--- config.mk ---
export PLATFORM = sky130hd
export DESIGN_NAME = sr_cmd_conditioner_flat
export DESIGN_NICKNAME = d
export VERILOG_FILES = /design/src/rtl/sr_cmd_conditioner_if.sv /design/src/rtl/sr_cmd_conditioner.sv /design/src/flat_wrapper.sv
export SDC_FILE = /design/constraint.sdc
export NUM_CORES = 1
export LEC_CHECK = 0
export CAP_MARGIN = 20
export CORE_UTILIZATION = 55
export CTS_CLUSTER_DIAMETER = 150
export CTS_CLUSTER_SIZE = 28
export DETAILED_ROUTE_END_ITERATION = 16
export GPL_TIMING_DRIVEN = 0
export HOLD_SLACK_MARGIN = 0.15
export PLACE_DENSITY = 0.71
export RECOVER_POWER = 50
export SLEW_MARGIN = 5
export SYNTH_ARGS = -nofsm -noshare
export SYNTH_HDL_FRONTEND = slang
export SYNTH_SLANG_ARGS = --single-unit
--- constraint.sdc ---
create_clock -name clk -period 1.9 [get_ports clk]
set_input_delay 0.475 -clock clk [delete_from_list [all_inputs] [get_ports clk]]
set_output_delay 0.475 -clock clk [all_outputs]
set_load 0.05 [all_outputs]
--- src/rtl/sr_cmd_conditioner_if.sv ---
// Request/pulse bundle between the raw request front-end and the SR flip-flop stage.
// The master drives the raw set/clear lines; the slave returns the conditioned pulses.
interface sr_cmd_conditioner_if;
    logic set_in;
    logic clr_in;
    logic S;
    logic R;
    logic busy;
    logic conflict;

    modport master (output set_in, clr_in, input S, R, busy, conflict);
    modport slave  (input set_in, clr_in, output S, R, busy, conflict);
endinterface

--- src/rtl/sr_cmd_conditioner.sv ---
// Synchronises and debounces raw set/clear requests and turns each clean rising edge
// into a single, mutually exclusive, rate-limited S or R pulse for the SR stage.
module sr_cmd_conditioner #(
    parameter int DEBOUNCE_CYCLES = 4,
    parameter int HOLDOFF_CYCLES  = 2,
    parameter int SET_PRIORITY    = 1
) (
    input  logic                       clk,
    input  logic                       rst_n,
    sr_cmd_conditioner_if.slave        io_cmd
);
    localparam logic [7:0] DEB_LAST  = 8'(DEBOUNCE_CYCLES - 1);
    localparam logic [7:0] HOLD_LAST = 8'(HOLDOFF_CYCLES - 1);
    localparam logic       HOLD_NONE = (HOLDOFF_CYCLES == 0);
    localparam logic       SET_WINS  = (SET_PRIORITY != 0);

    typedef enum logic [1:0] {
        ST_IDLE    = 2'd0,
        ST_PULSE   = 2'd1,
        ST_HOLDOFF = 2'd2
    } state_t;

    logic [1:0] w_raw;
    logic [1:0] w_rise;
    logic [1:0] w_serve;
    logic       w_can_launch;
    logic       w_pick_set;
    logic       w_pick_clr;

    state_t     r_state;
    logic [7:0] r_hold_cnt;
    logic [1:0] r_pend;
    logic       r_s_pulse;
    logic       r_r_pulse;
    logic       r_busy;
    logic       r_conflict;

    // Bit 0 is the set channel, bit 1 the clear channel throughout.
    assign w_raw = {io_cmd.clr_in, io_cmd.set_in};

    genvar gi;
    generate
        for (gi = 0; gi < 2; gi++) begin : g_chan
            logic       r_meta;
            logic       r_sync;
            logic       r_deb;
            logic       r_deb_d;
            logic [7:0] r_cnt;

            always_ff @(posedge clk or negedge rst_n) begin
                if (!rst_n) begin
                    r_meta  <= 1'b0;
                    r_sync  <= 1'b0;
                    r_deb   <= 1'b0;
                    r_deb_d <= 1'b0;
                    r_cnt   <= 8'd0;
                end else begin
                    r_meta  <= w_raw[gi];
                    r_sync  <= r_meta;
                    r_deb_d <= r_deb;
                    if (r_sync == r_deb) begin
                        r_cnt <= 8'd0;
                    end else if (r_cnt == DEB_LAST) begin
                        r_deb <= ~r_deb;
                        r_cnt <= 8'd0;
                    end else begin
                        r_cnt <= r_cnt + 8'd1;
                    end
                end
            end

            assign w_rise[gi] = r_deb & ~r_deb_d;
        end
    endgenerate

    // A new pulse may start from IDLE or straight out of the last holdoff cycle,
    // so back-to-back requests are spaced exactly HOLDOFF_CYCLES+1 cycles apart.
    assign w_can_launch = (r_state == ST_IDLE)
                        | ((r_state == ST_PULSE) & HOLD_NONE)
                        | ((r_state == ST_HOLDOFF) & (r_hold_cnt == HOLD_LAST));

    assign w_pick_set = r_pend[0] & (SET_WINS | ~r_pend[1]);
    assign w_pick_clr = r_pend[1] & ~w_pick_set;
    assign w_serve    = w_can_launch ? {w_pick_clr, w_pick_set} : 2'b00;

    always_ff @(posedge clk or negedge rst_n) begin
        if (!rst_n) begin
            r_state    <= ST_IDLE;
            r_hold_cnt <= 8'd0;
            r_pend     <= 2'b00;
            r_s_pulse  <= 1'b0;
            r_r_pulse  <= 1'b0;
            r_busy     <= 1'b0;
            r_conflict <= 1'b0;
        end else begin
            r_conflict <= &w_rise;
            // Edges arriving on the serve cycle survive: the flag is re-armed.
            r_pend     <= (r_pend & ~w_serve) | w_rise;
            r_s_pulse  <= w_serve[0];
            r_r_pulse  <= w_serve[1];
            if (|w_serve) begin
                r_state <= ST_PULSE;
                r_busy  <= 1'b1;
            end else begin
                case (r_state)
                    ST_PULSE: begin
                        if (HOLD_NONE) begin
                            r_state <= ST_IDLE;
                            r_busy  <= 1'b0;
                        end else begin
                            r_state    <= ST_HOLDOFF;
                            r_hold_cnt <= 8'd0;
                        end
                    end
                    ST_HOLDOFF: begin
                        if (r_hold_cnt == HOLD_LAST) begin
                            r_state <= ST_IDLE;
                            r_busy  <= 1'b0;
                        end else begin
                            r_hold_cnt <= r_hold_cnt + 8'd1;
                        end
                    end
                    default: begin
                        r_state <= ST_IDLE;
                        r_busy  <= 1'b0;
                    end
                endcase
            end
        end
    end

    assign io_cmd.S        = r_s_pulse;
    assign io_cmd.R        = r_r_pulse;
    assign io_cmd.busy     = r_busy;
    assign io_cmd.conflict = r_conflict;
endmodule
--- src/flat_wrapper.sv ---
// flat-port wrapper written by rule: the top's interface ports become plain ports
module sr_cmd_conditioner_flat 
#(
    parameter int DEBOUNCE_CYCLES = 4,
    parameter int HOLDOFF_CYCLES  = 2,
    parameter int SET_PRIORITY    = 1
)
  (clk, rst_n, io_cmd_set_in, io_cmd_clr_in, io_cmd_S, io_cmd_R, io_cmd_busy, io_cmd_conflict);
  sr_cmd_conditioner_if io_cmd_i ();
  input  logic clk;
  input  logic rst_n;
  input wire logic [$bits(io_cmd_i.set_in)-1:0] io_cmd_set_in;
  input wire logic [$bits(io_cmd_i.clr_in)-1:0] io_cmd_clr_in;
  output wire logic [$bits(io_cmd_i.S)-1:0] io_cmd_S;
  output wire logic [$bits(io_cmd_i.R)-1:0] io_cmd_R;
  output wire logic [$bits(io_cmd_i.busy)-1:0] io_cmd_busy;
  output wire logic [$bits(io_cmd_i.conflict)-1:0] io_cmd_conflict;
  assign io_cmd_i.set_in = io_cmd_set_in;
  assign io_cmd_i.clr_in = io_cmd_clr_in;
  assign io_cmd_S = io_cmd_i.S;
  assign io_cmd_R = io_cmd_i.R;
  assign io_cmd_busy = io_cmd_i.busy;
  assign io_cmd_conflict = io_cmd_i.conflict;
  sr_cmd_conditioner #(.DEBOUNCE_CYCLES(DEBOUNCE_CYCLES), .HOLDOFF_CYCLES(HOLDOFF_CYCLES), .SET_PRIORITY(SET_PRIORITY)) u_core (.clk(clk), .rst_n(rst_n), .io_cmd(io_cmd_i));
endmodule
# Yosys cells after proc, flatten, opt, wreduce, memory -nomap -nowiden

Index checks and enable logic that the tools add are counted.

Bitwise logic cells: 16
Mux-type cells: 13
Reductions and logical operators: 8
Equal/unequal tests: 10
Add/sub/neg operators: 3

Operator list:

| cell                                                            | number |
|---|---|
| 8-bit 2-to-1 mux                                                | 5 |
| 8-bit by 1-bit adder with 8-bit output, second input constant   | 3 |
| 8-bit by 2-bit == test with 1-bit output, second input constant | 2 |
| 8-bit case mux with 2 select lines                              | 1 |
| 8-bit by 1-bit == test with 1-bit output, second input constant | 1 |
| 1-bit inverter                                                  | 8 |
| 2-bit AND reduction                                             | 4 |
| 2-bit 2-to-1 mux                                                | 3 |
| 1-bit AND                                                       | 4 |
| 2-bit != test, second input constant                            | 2 |
| 2-bit case mux with 2 select lines                              | 1 |
| 3-bit != test, second input constant                            | 1 |
| 3-bit AND reduction                                             | 1 |
| 2-bit AND                                                       | 1 |
| 1-bit == test                                                   | 2 |
| 2-bit by 1-bit == test with 1-bit output, second input constant | 1 |
| 2-bit == test, second input constant                            | 1 |
| 2-bit zero test                                                 | 1 |
| 1-bit 2-to-1 mux                                                | 2 |
| 2-bit inverter                                                  | 1 |
| 2-bit OR                                                        | 1 |
| 1-bit case mux with 2 select lines                              | 1 |
| 2-bit nonzero test                                              | 1 |
| 2-bit OR reduction                                              | 1 |
| 1-bit OR                                                        | 1 |

Logic and storage cells: 67
Output and inout bits: 4
Input bits: 4
Flip-flop bits (word level): 40

# Depth between registers and ports, before layout

Gate-level depths: netlist (run 1).

Depth after elaboration: 7
Gate-level depth with buffers: 6
Mapped depth without buffers: 6

# Least setup slack after synthesis (run 1)

Ideal clock, no wire load.

Kind: reg2reg
Start point: register u_core.r_hold_cnt[1]
End point: register u_core.r_state[1]
Path buffers: 0
Stages on the path, launching flop included: 7
Clock period less this slack: 1.501 ns
Arrival: 1.376 ns
Data required time: 1.775 ns
Library setup time: 0.125 ns
Slack: 0.399 ns
Cell sequence: dfrtp_1 > inv_1 > ha_1 > nor4b_4 > a21boi_2 > nand2_2 > mux2_4

Cells in the longest elaborated chain, start to end: 6
Elaborated cells on any way between the ends: 7
Classes of those cells: eq/ne (2); mux (2); bitwise (2); reduce/logical (1)

RTL lines:

| item                                                                      | RTL line                                            | text |
|---|---|---|
| from (decl)                                                               | sr_cmd_conditioner.sv:31                            | `logic [7:0] r_hold_cnt;` |
| from (signal assigned)                                                    | sr_cmd_conditioner.sv:120                           | `r_hold_cnt <= r_hold_cnt + 8'd1;` |
| 8-bit by 1-bit == test with 1-bit output (*)                              | sr_cmd_conditioner.sv:80, sr_cmd_conditioner.sv:116 |  |
| 1-bit AND                                                                 | sr_cmd_conditioner.sv:80                            | `\| ((r_state == ST_HOLDOFF) & (r_hold_cnt == HOLD_LAST));` |
| 1-bit OR                                                                  | sr_cmd_conditioner.sv:80                            |  |
| 2-bit 2-to-1 mux                                                          | sr_cmd_conditioner.sv:84                            | `assign w_serve = w_can_launch ? {w_pick_clr, w_pick_set} : 2'b00;` |
| 2-bit OR reduction                                                        | sr_cmd_conditioner.sv:101                           | `if (\|w_serve) begin` |
| 3-bit != test (no source line) / 2-bit 2-to-1 mux (equally long branches) | n/a                                                 |  |
| to (signal assigned)                                                      | sr_cmd_conditioner.sv:88                            | `r_state <= ST_IDLE;` |
| to (signal assigned)                                                      | sr_cmd_conditioner.sv:102                           | `r_state <= ST_PULSE;` |
| to (signal assigned)                                                      | sr_cmd_conditioner.sv:108                           | `r_state <= ST_IDLE;` |
| to (decl)                                                                 | sr_cmd_conditioner.sv:30                            | `state_t r_state;` |

Mark *: on every way between the ends. The rest lies on a longest branch, timed or not.
A chain may end at the register's enable or synchronous reset.

# Worst setup path after layout (run 1)

Start point: register u_core.r_r_pulse, in the netlist u_core.io_cmd.R
End point: output port io_cmd_R

RTL lines:

| item                   | RTL line                  | text |
|---|---|---|
| from (decl)            | sr_cmd_conditioner.sv:34  | `logic r_r_pulse;` |
| from (signal assigned) | sr_cmd_conditioner.sv:100 | `r_r_pulse <= w_serve[1];` |
| to (decl)              | flat_wrapper.sv:15        | `output wire logic [$bits(io_cmd_i.R)-1:0] io_cmd_R;` |

No word-level cell between the ends.

==> results.yml, run 1 <==
outcome:
  status: "finished, final reports clean"
route:
  antenna_left: 0
  first_iter_violations: 52
  vias: 1202
  drt-total-wl_mm: 2.78
  drc: 0
  vias_per_cell: 5.39
  avgRoutedWirePerCell_um: 12.5
  first_pass_iters: 4
worst_setup_path:
  endpoint_kind: "output pin"
  cp_top_family: "buffers and inverters"
  r2r_end: "u_core.r_state[1]$_DFFE_PN0P_"
  setup.worst_path.start_class: "register"
  reg2reg_depth: 6
  cp_data_arrival_time_ns: 1.20
  rr_startpoint: "u_core.r_hold_cnt[1]$_DFFE_PN0P_"
  crit_type: "reg -> out"
  slowest_delay_ns: 0.53
  r2r_setup_slack_ns: 0.24
  path_max_fanout: 1
  crit_slowest_cell: "dlygate4sd2_1"
  required_ns: 1.42
  path_buf_inv: 1
  path_cells: "dlygate4sd2_1"
yosys:
  async_reset_ff_share_pct: 100
  ys_types: 40
  syn_inst: 164
  synth_flop_cell: "dfrtp_1"
  synth_nets: 175
  avgSynthCellArea_um2: 11.1
  yosys.area.top_type: "dfrtp_1"
  synth_edf_count: 0
  synth-seq-cells: 40
  yosysSeqAreaShare_pct: 55.0
  yosysWarnings: 0
  synth_area_um2: 1820
  synth_common_cells: "dfrtp_1, nor2_1, nand2_1"
  synth_top_area_share_pct: 55.0
  ys_top_cells_by_area: "dfrtp_1, xor2_1, ha_1, nor2_1, nand3_1"
  synth_most_common_cell: "dfrtp_1"
sta:
  min_period_over_period_pct: 88.0
  final-setup-viol-count: 0
  fin_setup_tns_ns: 0
  maxSlewHeadroom_pct: 36.1
  fin_worst_skew_ns: 0.0162
  slew_violations: 0
  hold_viol_final: 0
  setup_ws_ns: 0.228
  period_needed_ns: 1.67
  fmax_mhz: 598
  worst_pin_slew_ns: 0.959
  rsz0062_at_grt: "false"
cells_and_area:
  postLayoutCellArea_um2: 1990
  n_antenna_cell: 0
  drive_above_1_share_pct: 9.50
  syn_to_final_growth_pct: 9.56
  nets: 189
placement:
  routabilityCongestion: 0.853
  dpl_cell_area_um2: 1940
  numPortBuffers: 7
  hpwl_mm: 1.93
  place_ws_ns: 0.251
flow_run:
  maxCapViolCount: 0
floorplan:
  core_area_um2: 3100
  die_h_um: 59.5
  die_area_um2: 3540
  ioPinCount: 8
  dieWidth_um: 59.5
  start_util_pct: 58.6
  num_rows: 20
power:
  clkPwrFrac_pct: 16.8
  ir_worst_vdd_v: 0.000835
  pwr_density_cell_nw_per_um2: 1290
  leakage_nw: 0.902
  internal-power_mw: 1.58
  p_total_mw: 2.56
  switching_share_pct: 38.3
  p_seq_share_pct: 47.0
  comb_power_share_pct: 36.2
  p_switching_mw: 0.984
clock_network:
  clockBufferDepth: 2
  cts_tree: "done"
  cts_sinks: 40
  cts_made_buffers: 5
  cts_max_level: 2
  clk_latency_ns: 0.34
  cts-root-buf: "clkbuf_4"
  clk_pin_slew_worst_paths_ns: 0.12
  postCtsSetupRepairBufs: 0
global_routing:
  grt_max_degree: 41
  first_global_vias: 1140
  grt.total_usage_pct: 19.2
  grt-ovfl-total: 0
  grt_pass1_wl_mm: 4.89
  antenna_found_initial: 0
hold_path:
  min_path_type: "in -> async"
-- metal layers --
| metal | wire length (um) | global-route usage (%) | share of wire (%) | up-vias |
|---|---|---|---|---|
| met5 | 0 | 0 | 0 | - |
| met4 | 49 | 9.97 | 1.8 | 0 |
| met3 | 93 | 4.59 | 3.3 | 5 |
| met2 | 1330 | 31.3 | 48 | 20 |
| met1 | 1310 | 23.8 | 47 | 578 |
| li1 | - | - | - | 599 |
-- worst reg2reg max path: stages (launching register included) --
cell      delay [ns]
dfrtp_1         0.42
inv_1           0.08
ha_1            0.15
nor4b_4         0.35
a21boi_2        0.16
nand2_2         0.11
mux2_4          0.29
-- cell type report --
class | instances | area (um2)
buffer | 1 | 5.00
clock buffer | 8 | 58.8
fill | 259 | 1110
inverter | 8 | 30.0
multi-input combinational | 115 | 783
sequential | 40 | 1000
tap | 44 | 55.1
timing repair buffer | 7 | 60.1
-- stage by stage --
step | instances | hold WS [ns] | util [%]
finish | 223 | 0.253 | 64.2
global route | 223 | 0.332 | 64.2
floorplan | 164 | 0.179 | -
CTS | 223 | 0.254 | 64.2
detailed placement | 215 | 0.341 | 62.5
global placement | 215 | 0.334 | 62.7
-- what timing repair did --
action                                  in CTS  in global routing
resized for setup                            4                  0
endpoints found under the setup margin       4                  0
hold buffers                                 0                  0
-- power by group through the flow --
stage | Sequential [mW] | Combinational (mW) | Clock [mW]
after floorplan | 1.31 | 0.610 | 0
after global placement | 1.22 | 0.921 | 0
after detailed placement | 1.22 | 0.960 | 0
after CTS | 1.21 | 0.939 | 0.452
after global routing | 1.24 | 1.03 | 0.489
final | 1.20 | 0.928 | 0.432
-- logic make-up after synthesis --
logic type | after synthesis | share of synthesized area (%)
xor gates and xnor gates | 14 | 6.74
buffers and inverters | 9 | 1.93
muxes | 4 | 2.61
and+or+nand+nor | 67 | 19.7
adders and majority gates | 7 | 4.81
AOI/OAI and AO/OA | 23 | 9.15
DFF | 40 | 55.0
-- worst max path at each step --
| stage | depth (start not counted) | start | endpoint |
|---|---|---|---|
| after floorplan | 6 | u_core.r_hold_cnt[1]$_DFFE_PN0P_ | u_core.r_state[1]$_DFFE_PN0P_ |
| after global placement | 1 | rst_n | u_core.g_chan[1].r_cnt[7]$_DFF_PN0_ |
| after detailed placement | 6 | u_core.r_state[0]$_DFFE_PN0P_ | u_core.r_hold_cnt[6]$_DFFE_PN0P_ |
| after CTS | 1 | u_core.io_cmd.R$_DFF_PN0_ | io_cmd_R |
| after global routing | 6 | u_core.r_hold_cnt[1]$_DFFE_PN0P_ | u_core.r_state[1]$_DFFE_PN0P_ |
| final | 1 | u_core.io_cmd.R$_DFF_PN0_ | io_cmd_R |
-- sequential cells by signal, summed over array words and instances, names as in the netlist --
name	flops
u_core.g_chan.r_cnt	16
u_core.g_chan.r_deb	2
u_core.g_chan.r_deb_d	2
u_core.g_chan.r_meta	2
u_core.g_chan.r_sync	2
u_core.io_cmd.R	1
u_core.io_cmd.S	1
u_core.io_cmd.busy	1
u_core.io_cmd.conflict	1
u_core.r_hold_cnt	8
u_core.r_pend	2
u_core.r_state	2
-- layout by cell type (no fill, tap or decap), types with 2 or more instances in the layout --
master	count
a21oi_1	2
and3_1	5
nor4b_1	3
nor3_1	3
clkbuf_4	5
xor2_1	11
dlygate4sd3_1	2
o21ai_1	6
dfrtp_1	40
and2_1	3
xnor2_1	3
o31ai_1	2
nor2_1	17
o21ai_0	3
inv_1	8
clkbuf_1	2
ha_1	7
o22ai_1	2
nand3_1	12
nand2_1	14
dlygate4sd2_1	4
Power figures use the tool's default switching activity.
==> run 2: changes to the inputs <==
==> constraint.sdc (replaced) <==
create_clock -name clk -period 1.9 [get_ports clk]
set_input_delay 0.475 -clock clk [delete_from_list [all_inputs] [get_ports clk]]
set_output_delay 0.475 -clock clk [all_outputs]
set_load 0.1 [all_outputs]
==> results.yml, run 2 (same netlist as run 1, synthesis figures left out) <==
route:
  antenna_left: 0
  first_iter_violations: 52
  avgRoutedWirePerCell_um: 12.5
  drc: 0
  drt-total-wl_mm: 2.78
  vias_per_cell: 5.39
  vias: 1202
  first_pass_iters: 4
sta:
  rsz0062_at_grt: "false"
  final-setup-viol-count: 0
  slew_violations: 0
  fin_worst_skew_ns: 0.0162
  fmax_mhz: 586
  min_period_over_period_pct: 89.8
  period_needed_ns: 1.71
  worst_pin_slew_ns: 0.959
  hold_viol_final: 0
  maxSlewHeadroom_pct: 36.1
worst_setup_path:
  path_buf_inv: 1
  path_max_fanout: 2
  cp_data_arrival_time_ns: 1.23
  slowest_delay_ns: 0.55
  path_cells: "clkdlybuf4s15_2"
  crit_slowest_cell: "clkdlybuf4s15_2"
  setup.worst_path.start_class: "register"
  required_ns: 1.42
  crit_type: "reg -> out"
  endpoint_kind: "output pin"
  cp_top_family: "buffers and inverters"
cells_and_area:
  fin_util_pct: 64.6
  instances_no_fill: 223
  largest_reg_flops: 16
  drive_above_1_share_pct: 11.7
  syn_to_final_growth_pct: 10.1
  n_antenna_cell: 0
  top_register: "u_core.g_chan.r_cnt"
  final_common_cell: "dfrtp_1"
  nets: 189
  postLayoutCellArea_um2: 2000
  layout_common_cells: "dfrtp_1, nor2_1, nand2_1"
  largest_registers: "u_core.g_chan.r_cnt (16), u_core.r_hold_cnt (8)"
floorplan:
  num_rows: 20
  ioPinCount: 8
  dieWidth_um: 59.5
  die_area_um2: 3540
  core_area_um2: 3100
  die_h_um: 59.5
  start_util_pct: 58.6
clock_network:
  cts-root-buf: "clkbuf_4"
  cts_sinks: 40
  cts_tree: "done"
  clockBufferDepth: 2
  hold_buffers: 0
  clk_latency_ns: 0.34
  clk_pin_slew_worst_paths_ns: 0.12
  cts_max_level: 2
  cts_made_buffers: 5
placement:
  hpwl_mm: 1.93
  placed_cells_incl_taps: 215
  dpl_cell_area_um2: 1940
  routabilityCongestion: 0.853
  numPortBuffers: 7
outcome:
  status: "finished, final reports clean"
global_routing:
  grt_max_degree: 41
  grt_pass1_wl_mm: 4.89
  antenna_found_initial: 0
  grt.total_usage_pct: 19.2
  first_global_vias: 1140
  grt-ovfl-total: 0
hold_path:
  min_path_type: "in -> async"
flow_run:
  maxCapViolCount: 0
power:
  pwr_density_cell_nw_per_um2: 1360
  p_total_mw: 2.72
  leakage_nw: 0.889
  ir_worst_vdd_v: 0.000835
-- run 2: final cells by class --
type	instances	area [um2]
buffer	1	5.00
tap	44	55.1
clock buffer	8	58.8
multi-input combinational	115	783
sequential	40	1000
fill	257	1100
timing repair buffer	7	70.1
inverter	8	30.0
-- run 2: worst paths after layout --
| kind | depth (start not counted) | startpoint | to | slack, ns |
|---|---|---|---|---|
| worst max-delay path | 1 | u_core.io_cmd.busy$_DFFE_PN0P_ | io_cmd_busy | 0.19 |
| worst min-delay path | 1 | rst_n | u_core.r_state[1]$_DFFE_PN0P_ | 0.25 |
| worst max register to register | 6 | u_core.r_hold_cnt[1]$_DFFE_PN0P_ | u_core.r_state[1]$_DFFE_PN0P_ | 0.24 |
| worst min register to register | 0 | u_core.g_chan[1].r_meta$_DFF_PN0_ | u_core.g_chan[1].r_sync$_DFF_PN0_ | 0.36 |
| max in group asynchronous | 1 | rst_n | u_core.g_chan[0].r_sync$_DFF_PN0_ | 1.03 |
| min in group clk | 0 | u_core.g_chan[1].r_meta$_DFF_PN0_ | u_core.g_chan[1].r_sync$_DFF_PN0_ | 0.36 |
-- run 2: metal layers --
metal,part of all wire (%),GRT usage (%),vias to the layer above
met2,48,31.3,20
met4,1.8,9.97,0
met1,47,23.8,578
met5,0,0,-
met3,3.3,4.59,5
li1,-,-,599
-- run 2: timing repair --
| item | in CTS | in global routing |
|---|---|---|
| setup buffers | 0 | 0 |
| setup endpoints to repair | 4 | 0 |
| resized for setup | 12 | 0 |
-- run 2: report_power, final --
group	total, mW	switching, mW	internal (mW)
clock	0.432	0.249	0.183
combinational	1.08	0.707	0.372
sequential	1.21	0.166	1.04
total	2.72	1.12	1.60
-- run 2: per-stage QoR --
| stage | setup slack [ns] | setup TNS, ns | hold slack [ns] |
|---|---|---|---|
| 3_3_place_gp | -0.521 | -20.82 | 0.334 |
| 5_1_grt | 0.123 | 0 | 0.332 |
| 6_report | 0.194 | 0 | 0.253 |
| 3_5_place_dp | -0.0268 | -0.0556 | 0.341 |
| 2_1_floorplan | 0.399 | 0 | 0.179 |
| 4_1_cts | 0.172 | 0 | 0.254 |
==> run 3: changes to the inputs <==
--- a/config.mk
+++ b/config.mk
@@ -6,15 +6,16 @@
 export NUM_CORES = 1
 export LEC_CHECK = 0
 export CAP_MARGIN = 20
-export CORE_UTILIZATION = 55
+export CORE_UTILIZATION = 28
 export CTS_CLUSTER_DIAMETER = 150
 export CTS_CLUSTER_SIZE = 28
 export DETAILED_ROUTE_END_ITERATION = 16
 export GPL_TIMING_DRIVEN = 0
 export HOLD_SLACK_MARGIN = 0.15
-export PLACE_DENSITY = 0.71
+export PLACE_DENSITY = 0.41
 export RECOVER_POWER = 50
 export SLEW_MARGIN = 5
 export SYNTH_ARGS = -nofsm -noshare
 export SYNTH_HDL_FRONTEND = slang
 export SYNTH_SLANG_ARGS = --single-unit
+export TNS_END_PERCENT = 100
==> results.yml, run 3 (same netlist as run 1, synthesis figures left out) <==
placement:
  numPortBuffers: 7
  hpwl_mm: 2.20
  routabilityCongestion: 0.759
global_routing:
  grt.total_usage_pct: 11.0
  first_global_vias: 1185
  grt_pass1_wl_mm: 5.55
  grt_max_degree: 29
  antenna_found_initial: 0
  grt-ovfl-total: 0
clock_network:
  cts_max_level: 2
  clk_pin_slew_worst_paths_ns: 0.08
  cts-root-buf: "clkbuf_8"
  cts_sinks: 40
  postCtsSetupRepairBufs: 0
  cts_tree: "done"
  cts_made_buffers: 5
  clk_latency_ns: 0.29
  clockBufferDepth: 2
worst_setup_path:
  setup.worst_path.start_class: "register"
  crit_slowest_cell: "dfrtp_1"
  path_cells: "inv_1 -> ha_1 -> nor4b_4 -> a21boi_2 -> nand2_2 -> mux2_4"
  endpoint_kind: "register"
  path_buf_inv: 1
  cp_top_family: "simple AND/OR/NAND/NOR gates"
  path_max_fanout: 4
  slowest_delay_ns: 0.41
  crit_type: "reg -> reg"
  required_ns: 2.07
  cp_data_arrival_time_ns: 1.84
power:
  leakage_nw: 0.908
  pwr_density_cell_nw_per_um2: 1350
  ir_worst_vdd_v: 0.000908
route:
  vias_per_cell: 4.63
  antenna_left: 0
  avgRoutedWirePerCell_um: 12.4
  first_iter_violations: 53
  vias: 1191
  drt-total-wl_mm: 3.18
  first_pass_iters: 4
  drc: 0
sta:
  slew_violations: 0
  maxSlewHeadroom_pct: 46.5
  hold_viol_final: 0
  final-setup-viol-count: 0
  worst_pin_slew_ns: 0.803
  fmax_mhz: 599
  period_needed_ns: 1.67
  min_period_over_period_pct: 87.8
  rsz0062_at_grt: "false"
  holdWs_ns: 0.351
  fin_worst_skew_ns: 0.00722
cells_and_area:
  largest_reg_flops: 16
  seq_area_um2: 1000
  n_antenna_cell: 0
  nFillCells: 666
  top_register: "u_core.g_chan.r_cnt"
  layout_common_cells: "dfrtp_1, nor2_1, nand2_1"
  nets: 191
  largest_registers: "u_core.g_chan.r_cnt (16), u_core.r_hold_cnt (8)"
  syn_to_final_growth_pct: 15.0
  fin_util_pct: 33.1
  final_common_cell: "dfrtp_1"
  multi_input_area_um2: 783
  drive_above_1_share_pct: 11.7
floorplan:
  die_h_um: 82.6
  die_area_um2: 6820
  start_util_pct: 28.8
  core_area_um2: 6310
  ioPinCount: 8
  num_rows: 29
  dieWidth_um: 82.6
hold_path:
  min_path_type: "reg -> reg"
flow_run:
  maxCapViolCount: 0
outcome:
  status: "finished, final reports clean"
## run 3: changes by cell type in the layout (fill, tap and decap cells not counted), sizes merged
cell	before	now
buf	1	2
clkbuf	9	7
clkinv	0	1
dlygate4sd3	2	3
## run 3: worst paths after layout
kind | depth (start not counted) | endpoint | from | slack, ns
min reg2reg | 0 | u_core.g_chan[0].r_sync$_DFF_PN0_ | u_core.g_chan[0].r_meta$_DFF_PN0_ | 0.35
min in group asynchronous | 2 | u_core.r_hold_cnt[3]$_DFFE_PN0P_ | rst_n | 0.78
max reg2reg | 6 | u_core.r_state[1]$_DFFE_PN0P_ | u_core.r_hold_cnt[1]$_DFFE_PN0P_ | 0.23
max | 6 | u_core.r_state[1]$_DFFE_PN0P_ | u_core.r_hold_cnt[1]$_DFFE_PN0P_ | 0.23
min | 0 | u_core.g_chan[0].r_sync$_DFF_PN0_ | u_core.g_chan[0].r_meta$_DFF_PN0_ | 0.35
max in group asynchronous | 3 | u_core.g_chan[0].r_cnt[4]$_DFF_PN0_ | rst_n | 0.49
## run 3: routing by layer
metal | share of wire [%] | global-route usage, %
met5 | 0 | 0
met4 | 1.3 | 5.17
met3 | 3.1 | 2.97
met2 | 45 | 16.7
met1 | 51 | 14.6
## run 3: worst register-to-register path, cell delays in order (launching register included)
cell and delay, ns:
dfrtp_1 0.41, inv_1 0.08, ha_1 0.16, nor4b_4 0.36, a21boi_2 0.15, nand2_2 0.10
mux2_4 0.29
## run 3: cell type report
class,instances,area share (%)
flip-flops and latches,40,47.8
well taps,77,4.61
plain buffers,1,0.239
clock buffers,6,3.47
clock inverters,1,0.239
inverters,8,1.44
repair buffers,9,4.72
multi-input cells,115,37.4
## run 3: metrics by stage
step                      total power [mW]  instance area [um2]  TNS, ns  instances  worst slack [ns]
after global routing                  3.06                 2090        0        257             0.145
after floorplan                       2.06                 1820        0        164             0.399
after detailed placement              2.34                 2000  -0.0696        249           -0.0443
final                                 2.83                 2090        0        257             0.231
after CTS                             2.88                 2090        0        257             0.204
after global placement                2.31                 1990   -26.44        248            -0.662
## run 3: power by group
part	switching [mW]	internal, mW
sequential	0.167	1.04
combinational	0.710	0.377
clock	0.282	0.250
total	1.16	1.67
## run 3: what timing repair did
item / in CTS / in global routing
gates resized for setup: 12 / 0
hold endpoints to repair: 12 / 0
hold buffers: 1 / 0
setup endpoints to repair: 4 / 0
==> variant: new RTL, config.mk and constraints of run 3 <==
Make the reset (`rst_n`) synchronous in 2 clocked blocks.
--- a/src/rtl/sr_cmd_conditioner.sv
+++ b/src/rtl/sr_cmd_conditioner.sv
@@ -49,3 +49,3 @@
 
-            always_ff @(posedge clk or negedge rst_n) begin
+            always_ff @(posedge clk) begin
                 if (!rst_n) begin
@@ -85,3 +85,3 @@
 
-    always_ff @(posedge clk or negedge rst_n) begin
+    always_ff @(posedge clk) begin
         if (!rst_n) begin
Function: differs if rst_n is asserted again (counterexample within 10 cycles, from zero or initial values and one cycle with rst_n low); with rst_n held inactive, the same outputs for 10 cycles.
==> variant against run 3 <==
Global-route usage rose by 1.3 points; highest routed layer unchanged; non-clock buffer count did not move; wire length up 8.3%; worst hold slack gained 0.077 ns; cell area down 3.7%; count of clock-buffer cells in the layout fell by 1; fmax decreased by 4.8%; setup slack lost 0.085 ns; sequential cell count unchanged; critical endpoint is now u_core.io_cmd.busy; critical path type unchanged; area after synthesis fell by 5.6%.
Power is not compared: it rests on default switching activity, and its combinational part moved more than twofold at a synthesized area within 25%.
==> variant: results (changes against run 3) <==
status: "finished clean"
wirelength_mm: 3.44  # +8.3%
gr-usage-met1_pct: 14.7  # +0.15 points
via_count: 1331  # +12%
synth.net_count: 197  # +13%
fin_skew_ns: 0.00979  # +0.00257 ns
max_slew_margin_pct: 63.6  # +17 points
synth_ff_type: "dfxtp_1"
grt_pass1_wl_mm: 6.00  # +8.2%
slowest_delay_ns: 0.57  # +0.16 ns
synthTopCellsByArea: "dfxtp_1 (47%), ha_1 (5.1%), nor2_1 (4.8%), xor2_1 (4.1%), nand3_1 (3.8%)"
grt_use_total_pct: 12.3  # +1.3 points
wl_met3_um: 144  # +45%
wl_met1_mm: 1.60  # -1.2%
grtUsageMet2_pct: 20.8  # +4.1 points
drive_gt1_share_pct: 10.0  # -1.7 points
synth_cells: 186  # +13%
final_nets: 211  # +10%
slowest_stage: "or4bb_1"
pre_cts_ws_ns: -0.261  # -0.217 ns
dp_hpwl_mm: 2.46  # +12%
grt_max_degree: 13  # -55%
yosysSeqAreaShare_pct: 46.6  # -8.4 points
postPlaceCellArea_mm2: 0.00188  # -6.0%
drt_iter0_markers: 33  # -38%
place_inst: 268  # +7.6%
use_met3_pct: 3.41  # +0.44 points
globalplace.congestion: 0.774  # +2.1%
arrival_ns: 1.95  # +0.11 ns
crit_fanout: 6  # +2
fin_cells: 275  # +7.0%
synthArstFlopShare_pct: 0  # -100 points
synthTopCellsByCount: "dfxtp_1 (40), nor2_1 (22), nand2_1 (16), nand3_1 (13), and2_1 (9)"
fillCellCount: 615  # -7.7%
variant: power by group through the flow:
stage | clock, µW | sequential, µW | combinational, µW
final | 800 | 845 | 28.3
after global routing | 858 | 846 | 32.5
after CTS | 837 | 845 | 29.1
after detailed placement | 0 | 865 | 29.0
after global placement | 0 | 865 | 28.5
after floorplan | 0 | 865 | 14.3
variant: worst paths after layout:
kind | from | end | slack (ns) | cells past startpoint
setup / recovery | u_core.r_hold_cnt[0] | u_core.io_cmd.busy | 0.15 | 5
hold / removal | u_core.g_chan[1].r_deb_d | u_core.io_cmd.conflict | 0.43 | 1
setup reg to reg | u_core.r_hold_cnt[0] | u_core.io_cmd.busy | 0.15 | 5
hold reg to reg | u_core.g_chan[1].r_deb_d | u_core.io_cmd.conflict | 0.43 | 1
variant: logic make-up after synthesis:
family	count (synthesis)	share of synthesized area, %
mux	1	0.583
buf+inv	11	2.41
flops	40	46.6
xor+xnor	14	7.14
fa+ha+maj	7	5.10
simple gates	84	25.6
compound gates	29	12.5
variant: what timing repair did:
action,CTS,global route
hold buffers,0,0
gates resized for setup,12,3
pin swaps,0,0
gates cloned,0,0
setup endpoints to repair,4,20
variant: metrics by stage:
stage	util [%]	TNS (ns)	hold slack, ns
after floorplan	-	0	0.395
after global placement	31.8	-4.27	0.416
after detailed placement	31.8	-4.71	0.416
after CTS	34.0	0	0.430
after global routing	34.0	0	0.470
final	34.0	0	0.428
variant: final cells by class:
cell class / count / area share [%]
Inverter: 8 / 1.49
Clock inverter: 2 / 2.98
Tap cell: 75 / 4.66
Multi-Input combinational cell: 135 / 43.4
Buffer: 3 / 0.621
Clock buffer: 5 / 3.42
Sequential cell: 40 / 39.8
Timing Repair Buffer: 7 / 3.73
